[config.mk]
export PLATFORM = sky130hd
export DESIGN_NAME = abs_diff_err_monitor_flat
export DESIGN_NICKNAME = d
export VERILOG_FILES = /design/src/rtl/abs_diff_err_monitor_if.sv /design/src/rtl/abs_diff_err_monitor.sv /design/src/flat_wrapper.sv
export SDC_FILE = /design/constraint.sdc
export NUM_CORES = 1
export LEC_CHECK = 0
export ABC_AREA = 1
export BUFFER_PORTS_ARGS = -buffer_cell sky130_fd_sc_hd__buf_2
export CORE_ASPECT_RATIO = 1.75
export CORE_MARGIN = 3
export CORE_UTILIZATION = 40
export CTS_CLUSTER_DIAMETER = 30
export DETAILED_ROUTE_END_ITERATION = 10
export PLACE_DENSITY = 0.65
export SLEW_MARGIN = 0
export SYNTH_ARGS = -nofsm -noshare
export SYNTH_HDL_FRONTEND = slang
export SYNTH_SLANG_ARGS = --single-unit
[constraint.sdc]
create_clock -name clk -period 7.77 [get_ports clk]
set_input_delay 0.777 -clock clk [delete_from_list [all_inputs] [get_ports clk]]
set_output_delay 0.777 -clock clk [all_outputs]
set_load 0.005 [all_outputs]
[src/rtl/abs_diff_err_monitor_if.sv]
// Port bundle between the error monitor and the approximate abs_diff candidate under test.
interface abs_diff_err_monitor_if #(
    parameter int unsigned IN_W  = 4,
    parameter int unsigned OUT_W = 3
);
    logic                  start;
    logic [IN_W-1:0]       vec_o;
    logic [OUT_W-1:0]      approx_i;
    logic                  busy;
    logic                  done;
    logic                  res_valid;
    logic [OUT_W-1:0]      max_err;
    logic [IN_W:0]         err_cnt;
    logic [OUT_W+IN_W-1:0] sum_err;
    logic                  pass;
    logic                  fail_valid;
    logic [IN_W-1:0]       fail_vec;

    modport master (
        input  start, approx_i,
        output vec_o, busy, done, res_valid, max_err, err_cnt, sum_err, pass,
               fail_valid, fail_vec
    );

    modport slave (
        output start, approx_i,
        input  vec_o, busy, done, res_valid, max_err, err_cnt, sum_err, pass,
               fail_valid, fail_vec
    );
endinterface

[src/rtl/abs_diff_err_monitor.sv]
// Exhaustive scan of an approximate |a-b| circuit, accumulating max/count/sum of error.
// Optional first-failure capture is enabled by defining ABS_DIFF_ERR_MON_FAIL_CAPTURE_EN.
module abs_diff_err_monitor #(
    parameter int unsigned IN_W    = 4,
    parameter int unsigned OUT_W   = 3,
    parameter int unsigned ET      = 3,
    parameter int unsigned DUT_LAT = 0
) (
    input  logic                   clk,
    input  logic                   rst_n,
    abs_diff_err_monitor_if.master bus
);
    localparam int unsigned HALF_W = IN_W / 2;
    localparam int unsigned CNT_W  = (DUT_LAT > 0) ? $clog2(DUT_LAT + 1) : 1;
    localparam int unsigned SUM_W  = OUT_W + IN_W;

    typedef enum logic [1:0] {IDLE, SETTLE, CHECK, DONE} state_t;

    state_t            state_q, state_d;
    logic [IN_W-1:0]   vec_q, vec_d;
    logic [CNT_W-1:0]  cnt_q, cnt_d;
    logic [OUT_W-1:0]  max_q, max_d;
    logic [IN_W:0]     errc_q, errc_d;
    logic [SUM_W-1:0]  sum_q, sum_d;
    logic              busy_q, busy_d;
    logic              done_q, done_d;
    logic              rv_q, rv_d;
    logic              pass_q, pass_d;

    logic [HALF_W-1:0] op_a, op_b;
    logic [HALF_W:0]   diff;
    logic [OUT_W-1:0]  exact, err;

    // Reference |a-b| for the current vector and its distance from the candidate output
    always_comb begin
        op_a  = vec_q[HALF_W-1:0];
        op_b  = vec_q[IN_W-1:HALF_W];
        diff  = (op_a >= op_b) ? ((HALF_W+1)'(op_a) - (HALF_W+1)'(op_b))
                               : ((HALF_W+1)'(op_b) - (HALF_W+1)'(op_a));
        exact = OUT_W'(diff);
        err   = (bus.approx_i >= exact) ? (bus.approx_i - exact) : (exact - bus.approx_i);
    end

    always_comb begin
        state_d = state_q;
        vec_d   = vec_q;
        cnt_d   = cnt_q;
        max_d   = max_q;
        errc_d  = errc_q;
        sum_d   = sum_q;
        done_d  = 1'b0;
        rv_d    = rv_q;
        pass_d  = pass_q;
        case (state_q)
            IDLE: begin
                if (bus.start) begin
                    vec_d   = '0;
                    cnt_d   = CNT_W'(DUT_LAT);
                    max_d   = '0;
                    errc_d  = '0;
                    sum_d   = '0;
                    rv_d    = 1'b0;
                    pass_d  = 1'b0;
                    state_d = (DUT_LAT == 0) ? CHECK : SETTLE;
                end
            end
            SETTLE: begin
                cnt_d = cnt_q - CNT_W'(1);
                if (cnt_q <= CNT_W'(1)) state_d = CHECK;
            end
            CHECK: begin
                max_d  = (err > max_q) ? err : max_q;
                errc_d = errc_q + (IN_W+1)'(err != '0);
                sum_d  = sum_q + SUM_W'(err);
                if (vec_q == {IN_W{1'b1}}) begin
                    done_d  = 1'b1;
                    rv_d    = 1'b1;
                    pass_d  = (32'(max_d) <= ET);
                    state_d = DONE;
                end else begin
                    vec_d   = vec_q + IN_W'(1);
                    cnt_d   = CNT_W'(DUT_LAT);
                    state_d = (DUT_LAT == 0) ? CHECK : SETTLE;
                end
            end
            DONE:    state_d = IDLE;
            default: state_d = IDLE;
        endcase
        busy_d = (state_d != IDLE);
    end

    always_ff @(posedge clk or negedge rst_n) begin
        if (!rst_n) begin
            state_q <= IDLE;
            vec_q   <= '0;
            cnt_q   <= '0;
            max_q   <= '0;
            errc_q  <= '0;
            sum_q   <= '0;
            busy_q  <= 1'b0;
            done_q  <= 1'b0;
            rv_q    <= 1'b0;
            pass_q  <= 1'b0;
        end else begin
            state_q <= state_d;
            vec_q   <= vec_d;
            cnt_q   <= cnt_d;
            max_q   <= max_d;
            errc_q  <= errc_d;
            sum_q   <= sum_d;
            busy_q  <= busy_d;
            done_q  <= done_d;
            rv_q    <= rv_d;
            pass_q  <= pass_d;
        end
    end

    assign bus.vec_o     = vec_q;
    assign bus.busy      = busy_q;
    assign bus.done      = done_q;
    assign bus.res_valid = rv_q;
    assign bus.max_err   = max_q;
    assign bus.err_cnt   = errc_q;
    assign bus.sum_err   = sum_q;
    assign bus.pass      = pass_q;

`ifdef ABS_DIFF_ERR_MON_FAIL_CAPTURE_EN
    logic            fv_q;
    logic [IN_W-1:0] fvec_q;

    // Keep only the first vector whose error exceeds the threshold
    always_ff @(posedge clk or negedge rst_n) begin
        if (!rst_n) begin
            fv_q   <= 1'b0;
            fvec_q <= '0;
        end else if (state_q == IDLE && bus.start) begin
            fv_q   <= 1'b0;
            fvec_q <= '0;
        end else if (state_q == CHECK && !fv_q && (32'(err) > ET)) begin
            fv_q   <= 1'b1;
            fvec_q <= vec_q;
        end
    end

    assign bus.fail_valid = fv_q;
    assign bus.fail_vec   = fvec_q;
`else
    assign bus.fail_valid = 1'b0;
    assign bus.fail_vec   = '0;
`endif
endmodule

[src/flat_wrapper.sv]
// flat-port wrapper written by rule: the top's interface ports become plain ports
module abs_diff_err_monitor_flat 
#(
    parameter int unsigned IN_W    = 4,
    parameter int unsigned OUT_W   = 3,
    parameter int unsigned ET      = 3,
    parameter int unsigned DUT_LAT = 0
)
  (clk, rst_n, bus_start, bus_approx_i, bus_vec_o, bus_busy, bus_done, bus_res_valid, bus_max_err, bus_err_cnt, bus_sum_err, bus_pass, bus_fail_valid, bus_fail_vec);
  abs_diff_err_monitor_if #(.IN_W(IN_W), .OUT_W(OUT_W)) bus_i ();
  input  logic clk;
  input  logic rst_n;
  input wire logic [$bits(bus_i.start)-1:0] bus_start;
  input wire logic [$bits(bus_i.approx_i)-1:0] bus_approx_i;
  output wire logic [$bits(bus_i.vec_o)-1:0] bus_vec_o;
  output wire logic [$bits(bus_i.busy)-1:0] bus_busy;
  output wire logic [$bits(bus_i.done)-1:0] bus_done;
  output wire logic [$bits(bus_i.res_valid)-1:0] bus_res_valid;
  output wire logic [$bits(bus_i.max_err)-1:0] bus_max_err;
  output wire logic [$bits(bus_i.err_cnt)-1:0] bus_err_cnt;
  output wire logic [$bits(bus_i.sum_err)-1:0] bus_sum_err;
  output wire logic [$bits(bus_i.pass)-1:0] bus_pass;
  output wire logic [$bits(bus_i.fail_valid)-1:0] bus_fail_valid;
  output wire logic [$bits(bus_i.fail_vec)-1:0] bus_fail_vec;
  assign bus_i.start = bus_start;
  assign bus_i.approx_i = bus_approx_i;
  assign bus_vec_o = bus_i.vec_o;
  assign bus_busy = bus_i.busy;
  assign bus_done = bus_i.done;
  assign bus_res_valid = bus_i.res_valid;
  assign bus_max_err = bus_i.max_err;
  assign bus_err_cnt = bus_i.err_cnt;
  assign bus_sum_err = bus_i.sum_err;
  assign bus_pass = bus_i.pass;
  assign bus_fail_valid = bus_i.fail_valid;
  assign bus_fail_vec = bus_i.fail_vec;
  abs_diff_err_monitor #(.IN_W(IN_W), .OUT_W(OUT_W), .ET(ET), .DUT_LAT(DUT_LAT)) u_core (.clk(clk), .rst_n(rst_n), .bus(bus_i));
endmodule
Yosys cells after proc, flatten, opt, wreduce, memory -nomap -nowiden
Index checks and enable logic that the tools add are counted.

word-level totals
  register bits after elaboration = 26
  input bits = 6

cells by class
  add/sub/neg operators = 8
  magnitude comparators = 5
  eq/ne operators = 7
  muxes and demuxes = 25
  reductions and logical operators = 9

operator list
  cell                                           count
  one-hot mux 7 bit (2 select lines)             1
  2-to-1 mux 3 bit                               4
  one-hot mux 5 bit (2 select lines)             1
  AND reduction 3 bit                            3
  2-to-1 mux 4 bit                               2
  one-hot mux 2 bit (4 select lines)             1
  one-hot mux 4 bit (2 select lines)             1
  adder 7 x 3 -> 7 bit                           1
  2-to-1 mux 1 bit                               7
  2-to-1 mux 7 bit                               1
  one-hot mux 3 bit (2 select lines)             1
  nonzero test 3 bit                             2
  subtractor 2 x 2 -> 3 bit                      2
  subtractor 3 bit                               2
  adder 5 x 1 -> 5 bit                           1
  2-to-1 mux 5 bit                               1
  adder 4 x 1 -> 4 bit (second input constant)   1
  equality test 2 bit (second input constant)    2
  equality test 4 bit (second input constant)    1
  2-to-1 mux 2 bit                               2
  inequality test 2 bit (second input constant)  2
  one-hot mux 1 bit (2 select lines)             2
  nonzero test 2 bit                             2
  >= comparator 3 bit                            1
  other kinds (10)                               10

Depth between registers and ports, before layout
Gate-level depths: netlist of the first run.

  depth after elaboration = 9
  gate-level depth with buffers = 24

Least setup slack after synthesis of the first run
No wires, ideal clock.

  kind = register to register
  start = register u_core.vec_q[2] (netlist: u_core.bus.vec_o[2])
  end = register u_core.max_q[1] (netlist: u_core.bus.max_err[1])
  library setup time = 0.117 ns
  arrival time = 3.306 ns
  data required time = 7.653 ns
  slack = 4.347 ns
  cell stages (with the launch flop) = 20
  cell sequence = dfrtp_1 > inv_1 > ha_1 > fa_1 > inv_1 > o21ai_0 > inv_1 > fa_1 > xor2_1 > nand2_1 > nand2_1 > inv_1 > ha_1 > nand2_1 > nor2_1 > nor2_1 > nor2_1 > nand2_1 > nor2_1 > nor2_1

between the ends
  longest elaborated chain between the ends = 7
  elaborated cells on any way between the ends = 11
  classes of those cells = 4 x add/sub; 3 x order compare; 4 x mux

ends and longest elaborated chain
  element                                                         RTL line                     text
  from (decl)                                                     abs_diff_err_monitor.sv:20   logic [IN_W-1:0] vec_q, vec_d;
  from (signal assigned)                                          abs_diff_err_monitor.sv:106  vec_q <= vec_d;
  subtractor 2 x 2 -> 3 bit (tied with other cells)               abs_diff_err_monitor.sv:39   : ((HALF_W+1)'(op_b) - (HALF_W+1)'(op_a));
  2-to-1 mux 3 bit *                                              abs_diff_err_monitor.sv:38   diff = (op_a >= op_b) ? ((HALF_W+1)'(op_a) - (HALF_W+1)'(op_b))
  subtractor 3 bit / >= comparator 3 bit (equally long branches)  abs_diff_err_monitor.sv:41   err = (bus.approx_i >= exact) ? (bus.approx_i - exact) : (exact - bus.approx_i);
  2-to-1 mux 3 bit *                                              abs_diff_err_monitor.sv:41
  greater-than comparator 3 bit                                   abs_diff_err_monitor.sv:72   max_d = (err > max_q) ? err : max_q;
  2-to-1 mux 3 bit *                                              abs_diff_err_monitor.sv:72
  one-hot mux 3 bit (2 select lines) *                            abs_diff_err_monitor.sv:54   case (state_q)
  to (signal assigned)                                            abs_diff_err_monitor.sv:108  max_q <= max_d;
  to (decl)                                                       abs_diff_err_monitor.sv:22   logic [OUT_W-1:0] max_q, max_d;

Every way passes the cells marked *; elsewhere a longest branch is shown, timed or not.
A chain may end at the register's enable or synchronous reset.

Worst setup path in the final report of the first run
Ends and elaborated chain as after synthesis.

==> results of run 1 <==
[kinds of logic after synthesis]
| group | after synthesis | share of synthesized area |
|---|---|---|
| and+or+nand+nor | 109 | 0.266 |
| buffers and inverters | 45 | 0.108 |
| adders and majority gates | 26 | 0.194 |
| DFF | 25 | 0.335 |
| AOI/OAI and AO/OA | 22 | 0.0770 |
| xor gates and xnor gates | 4 | 0.0187 |
| other | 1 | 0.00201 |
[layout make-up]
class	instances	area (sq um)	share of cell area
repair buffers	28	140	0.0673
inverters	38	145	0.0698
clock inverters	1	7.51	0.00361
flip-flops and latches	25	626	0.301
well taps	51	63.8	0.0307
multi-input cells	166	1060	0.508
clock buffers	3	41.3	0.0198
[path summary, 6_finish.rpt]
check | from | end | slack [ns] | depth (start not counted)
max | u_core.bus.vec_o[2] | u_core.bus.max_err[1] | 4.01 | 19
min reg2reg | u_core.bus.res_valid | u_core.bus.res_valid | 0.52 | 2
max in group asynchronous | rst_n | u_core.bus.max_err[0] | 6.91 | 1
min | rst_n | u_core.bus.busy | 0.49 | 1
max reg2reg | u_core.bus.vec_o[2] | u_core.bus.max_err[1] | 4.01 | 19
min in group clk | u_core.bus.res_valid | u_core.bus.res_valid | 0.52 | 2
[critical path, delay by kind of cell (launching register included)]
kind / cells / cell delay [ns]
adders and majority gates: 4 / 1.44
buffers and inverters: 4 / 0.36
and+or+nand+nor: 9 / 0.87
DFF: 1 / 0.44
xor gates and xnor gates: 1 / 0.15
AOI/OAI and AO/OA: 1 / 0.37
[registers in the layout, summed over array words and instances, names as in the netlist]
register and count:
u_core.bus.sum_err 7, u_core.bus.done 1, u_core.bus.busy 1, u_core.bus.err_cnt 5, u_core.state_q 2, u_core.bus.vec_o 4, u_core.bus.res_valid 1, u_core.bus.max_err 3
u_core.bus.pass 1
[per-layer routing]
metal  track usage  vias to the layer above  part of all wire
li1              -                      782                 -
met1         0.161                      712              0.41
met2         0.282                       25              0.55
met3       0.00931                        4             0.027
met4        0.0522                        0             0.018
met5             0                        -                 0
[per-stage QoR]
stage	cell area (sq um)	utilization	instances
2_1_floorplan	1880	-	236
3_3_place_gp	2030	0.457	308
3_5_place_dp	2030	0.457	308
4_1_cts	2080	0.468	312
5_1_grt	2080	0.468	312
6_report	2080	0.468	312
[placed cells by master, fill, tap and decap left out, types with 2 or more instances in the layout]
master	count
conb_1	5
nand3_1	15
nor2_1	21
o21ai_0	5
xor2_1	2
inv_1	36
nor2_2	2
o21ai_1	4
nand3_2	2
a21oi_1	5
nand2_2	3
fa_1	5
xnor2_1	2
clkbuf_8	3
ha_1	21
a22o_1	3
nand4_1	6
dfrtp_1	25
buf_2	28
nand2_1	55
==> out/results.tsv, run 1 <==
stage	metric	value	unit
final_layout	NumNets Final	294	
final_layout	Area Overhead vs Synth	11.3	%
die	Chip Width	57.7	microns
synthesis	Netlist cell types	32	
synthesis	EDFF count, synth	0	
die	Die Y	96.4	microns
worst_hold_path	worst hold path class	primary input to async pin	
detailed_routing	vias per inst	4.88	
clocking	Clock Sinks	25	
status	outcome	completed	
synthesis	Avg Cell Area, Syn	8.06	sq um
detailed_routing	Detailed Routing Iterations Pass 1	4	
critical_path	crit-path max cell delay	0.48	ns
flow_run	Max-Cap Viols	0	
die	Initial Util	0.421	
clocking	Num CTS Buffers	3	
synthesis	leading post-synthesis cells by cell area	dfrtp_1 33%, ha_1 14%, nand2_1 11%	
placement	gpl congestion	0.775	
clocking	hold_buf cts	0	
die	DIE AREA	5560	sq um
global_route	initial antenna violation count	0	
sta	setup TNS	0	ns
clocking	H-tree Lvls	1	
synthesis	synthesized flop and latch total	25	
die	row count	32	
critical_path	crit path cell chain	inv_1 -> ha_1 -> fa_1 -> inv_1 -> o21ai_0 -> inv_1 -> fa_1 -> xor2_1 -> nand2_1 -> nand2_1 -> inv_1 -> ha_1 -> nand2_1 -> nor2_1 -> nor2_1 -> nor2_1 -> nand2_1 -> nor2_1 -> nor2_1	
critical_path	critical path's slowest cell	fa_1	
sta	Slew headroom	0.622	
placement	hpwl dp	3030	microns
final_layout	ANT cells	0	
global_route	GRT Total Usage	0.145	
critical_path	endpoint class of the critical path	register	
sta	final setup fails	0	
global_route	largest net degree at the start of global routing	26	
final_layout	filler cell count	459	
synthesis	register area share after synthesis	0.335	
synthesis	synthesized area	1870	sq um
die	core area	4440	sq um
synthesis	Mapped Cells	232	
sta	Final period util	0.484	
detailed_routing	vias	1523	
synthesis	Top FF cell, synth	dfrtp_1	
global_route	gr ovfl total	0	
global_route	vias in the first global route	1506	
critical_path	Crit path required time	7.94	ns
detailed_routing	drc violations	0	
clocking	worst skew pair latency	0.27	ns
clocking	Root Buffer Master	clkbuf_8	
detailed_routing	final WL	3700	microns
critical_path	crit-path max FO	6	
critical_path	WP data arrival	3.93	ns
critical_path	CP dominant cell by count	nor2_1	
synthesis	post-synth top area cell	dfrtp_1	
detailed_routing	average routed wire per standard cell	11.9	microns
sta	Hold WS	0.487	ns
sta	Slew @ Worst Pin	0.567	ns
clocking	maximum buffer depth of the clock tree	2	
sta	min Tclk post-route	3.76	ns
sta	final hold violations	0	
sta	Max Clk Rate	266	MHz
synthesis	async set or reset register ratio after synthesis	1.00	
detailed_routing	initial DRC count	20	
clocking	clk slew on worst S/H paths	0.09	ns
placement	IO buf count	28	
synthesis	Synth warnings	0	
sta	RSZ-0062 raised after global routing	false	
clocking	post-CTS sizing	0	
synthesis	cell with the most instances after synthesis	nand2_1	
synthesis	post-synth top area share	0.335	
global_route	first-pass GRT wire length	6380	microns
synthesis	Synth top cells by count	55 x nand2_1, 36 x inv_1, 25 x dfrtp_1	
sta	final count of pins violating max slew	0	
clocking	Setup Buffers After CTS	0	
critical_path	Setup Crit Path Kind	register to register	
detailed_routing	Routed Antenna Nets	0	
final_layout	layout cells sized above 1	0.184	
placement	dpl ws	4.00	ns
sta	skew final	0.00378	ns
clocking	TritonCTS clock tree	built	
critical_path	Worst setup SP type	register	
die	Ports	34	
sta	final worst slack	4.01	ns
Power of run 1 is not shown: default switching activity piles up to over one toggle a cycle in this logic, so the estimate is an artifact.
==> run 2: changes to the inputs <==
PLACE_DENSITY = 0.67   (was 0.65)
clock period = 3.1 ns   (was 7.77 ns; I/O delays follow)
==> run 2 against run 1 <==
  * The run now ends with setup timing left
  * Worst setup slack got worse by 4.1 ns
  * Critical path type unchanged
  * Via count increased by 8.9%
  * Sequential share of layout area decreased by 5.6 points
  * Maximum frequency increased by 17%
  * Non-clock buffer count increased by 21
  * Clock skew about the same
  * Hold slack got worse by 0.46 ns
  * Final cell count increased by 6.7%
  * Clock-buffer cell count unchanged
==> out/results.tsv, run 2 (synthesis results as in run 1) <==
stage	metric	value	unit
detailed_routing	Routed Antenna Nets	0	
clocking	hold_buf cts	0	
final_layout	ANT cells	0	
final_layout	commonest non-fill, non-tap cell in the layout	nand2_1	
detailed_routing	drc violations	0	
final_layout	max FFs per register	7	
critical_path	Worst setup SP type	register	
final_layout	most frequent cells in the layout	40 x nand2_1, 28 x inv_1, 28 x buf_2	
critical_path	crit-path max cell delay	0.53	ns
detailed_routing	top layer used by detailed routing	met4	
clocking	maximum buffer depth of the clock tree	2	
detailed_routing	Detailed Routing Iterations Pass 1	4	
sta	RSZ-0062 raised after global routing	true	
global_route	largest net degree at the start of global routing	26	
placement	dpl ws	-0.165	ns
critical_path	crit path buf inv count	5	
die	Initial Util	0.421	
global_route	initial antenna violation count	0	
critical_path	Setup Crit Path Kind	register to register	
clocking	H-tree Lvls	1	
sta	final worst slack	-0.122	ns
critical_path	crit-path max FO	4	
clocking	Num CTS Buffers	3	
detailed_routing	wire length on met1	1650	microns
critical_path	WP data arrival	3.40	ns
final_layout	NumNets Final	315	
die	Chip Width	57.7	microns
placement	hpwl dp	3240	microns
final_layout	layout cells sized above 1	0.440	
final_layout	Sequential Area	627	sq um
status	failing checks	setup timing	
detailed_routing	initial DRC count	24	
clocking	worst skew pair latency	0.27	ns
detailed_routing	final WL	4590	microns
placement	IO buf count	28	
clocking	Clock Sinks	25	
status	outcome	finished, violations left	
die	core area	4440	sq um
die	Die Y	96.4	microns
final_layout	filler cell count	382	
critical_path	crit path cell chain	inv_2 -> ha_4 -> fa_1 -> inv_2 -> o21ai_4 -> inv_2 -> fa_2 -> inv_2 -> nand2_2 -> o21ai_4 -> buf_6 -> nor2_4 -> nand2_4 -> ha_4 -> ha_4 -> nand3_2 -> nand2_1 -> nand4_1 -> o21ai_1	
sta	Slew headroom	0.596	
sta	Slew @ Worst Pin	0.606	ns
global_route	vias in the first global route	1543	
die	row count	32	
die	DIE AREA	5560	sq um
critical_path	critical path's slowest cell	fa_2	
sta	Hold WS	0.0300	ns
placement	gpl congestion	0.767	
global_route	first-pass GRT wire length	7060	microns
detailed_routing	vias per inst	4.98	
sta	final setup fails	12	
critical_path	Top delay family on crit path	adder cells	
clocking	TritonCTS clock tree	built	
sta	Final period util	1.04	
clocking	Root Buffer Master	clkbuf_8	
sta	skew final	0.00418	ns
sta	final count of pins violating max slew	0	
detailed_routing	met2 wire len	2730	microns
critical_path	endpoint class of the critical path	register	
global_route	gr ovfl total	0	
detailed_routing	metal3 WL	123	microns
final_layout	Multi-input gate area	1360	sq um
final_layout	Area Overhead vs Synth	37.1	%
critical_path	Crit path required time	3.27	ns
detailed_routing	vias	1659	
clocking	clk slew on worst S/H paths	0.10	ns
worst_hold_path	worst hold path class	primary input to async pin	
global_route	GRT Total Usage	0.164	
detailed_routing	average routed wire per standard cell	13.8	microns
critical_path	CP dominant cell by count	inv_2	
die	Ports	34	
flow_run	Max-Cap Viols	0	
sta	min Tclk post-route	3.22	ns
sta	final hold violations	0	
sta	Max Clk Rate	310	MHz
## run 2: worst reg2reg max path: stages, from the launching register on
cell	delay [ns]
dfrtp_1	0.45
inv_2	0.08
ha_4	0.16
fa_1	0.52
inv_2	0.05
o21ai_4	0.14
inv_2	0.08
fa_2	0.53
inv_2	0.03
nand2_2	0.06
o21ai_4	0.08
buf_6	0.13
nor2_4	0.14
nand2_4	0.07
ha_4	0.17
ha_4	0.17
nand3_2	0.07
nand2_1	0.05
nand4_1	0.08
o21ai_1	0.06
## run 2: final timing paths
path / endpoint / cells past startpoint / start / slack (ns)
worst max register to register: u_core.bus.err_cnt[4] / 19 / u_core.bus.vec_o[2] / -0.12
worst min-delay path: u_core.bus.err_cnt[1] / 1 / rst_n / 0.03
min in group clk: u_core.state_q[0] / 4 / bus_start / 0.37
max in group asynchronous: u_core.bus.vec_o[0] / 1 / rst_n / 2.64
worst min register to register: u_core.bus.res_valid / 2 / u_core.bus.res_valid / 0.52
worst max-delay path: u_core.bus.err_cnt[4] / 19 / u_core.bus.vec_o[2] / -0.12
## run 2: metrics by stage
step                      cell area, sq um  setup TNS [ns]  cells   util
after floorplan                       1910               0    236      -
after global placement                2170          -0.404    323  0.489
after detailed placement              2170          -0.769    323  0.489
after CTS                             2390          -0.247    330  0.537
after global routing                  2560           -2.90    333  0.577
final                                 2560          -0.932    333  0.577
## run 2: area by class of cell
| cell class | count | area share |
|---|---|---|
| Clock inverter | 1 | 0.00293 |
| Inverter | 38 | 0.0566 |
| Timing Repair Buffer | 49 | 0.124 |
| Clock buffer | 3 | 0.0161 |
| Sequential cell | 25 | 0.245 |
| Multi-Input combinational cell | 166 | 0.531 |
| Tap cell | 51 | 0.0249 |
## run 2: metal layers
| metal | global-route usage | up-vias |
|---|---|---|
| li1 | - | 827 |
| met1 | 0.177 | 795 |
| met2 | 0.334 | 31 |
| met3 | 0.00931 | 6 |
| met4 | 0.0406 | 0 |
| met5 | 0 | - |
## run 2: repair_timing
action                                  CTS  global route
pin swaps                                 9            29
endpoints found under the setup margin   10            15
setup buffers                             3             3
gates resized for setup                  28            41
Power of run 2 is left out for the same reason.
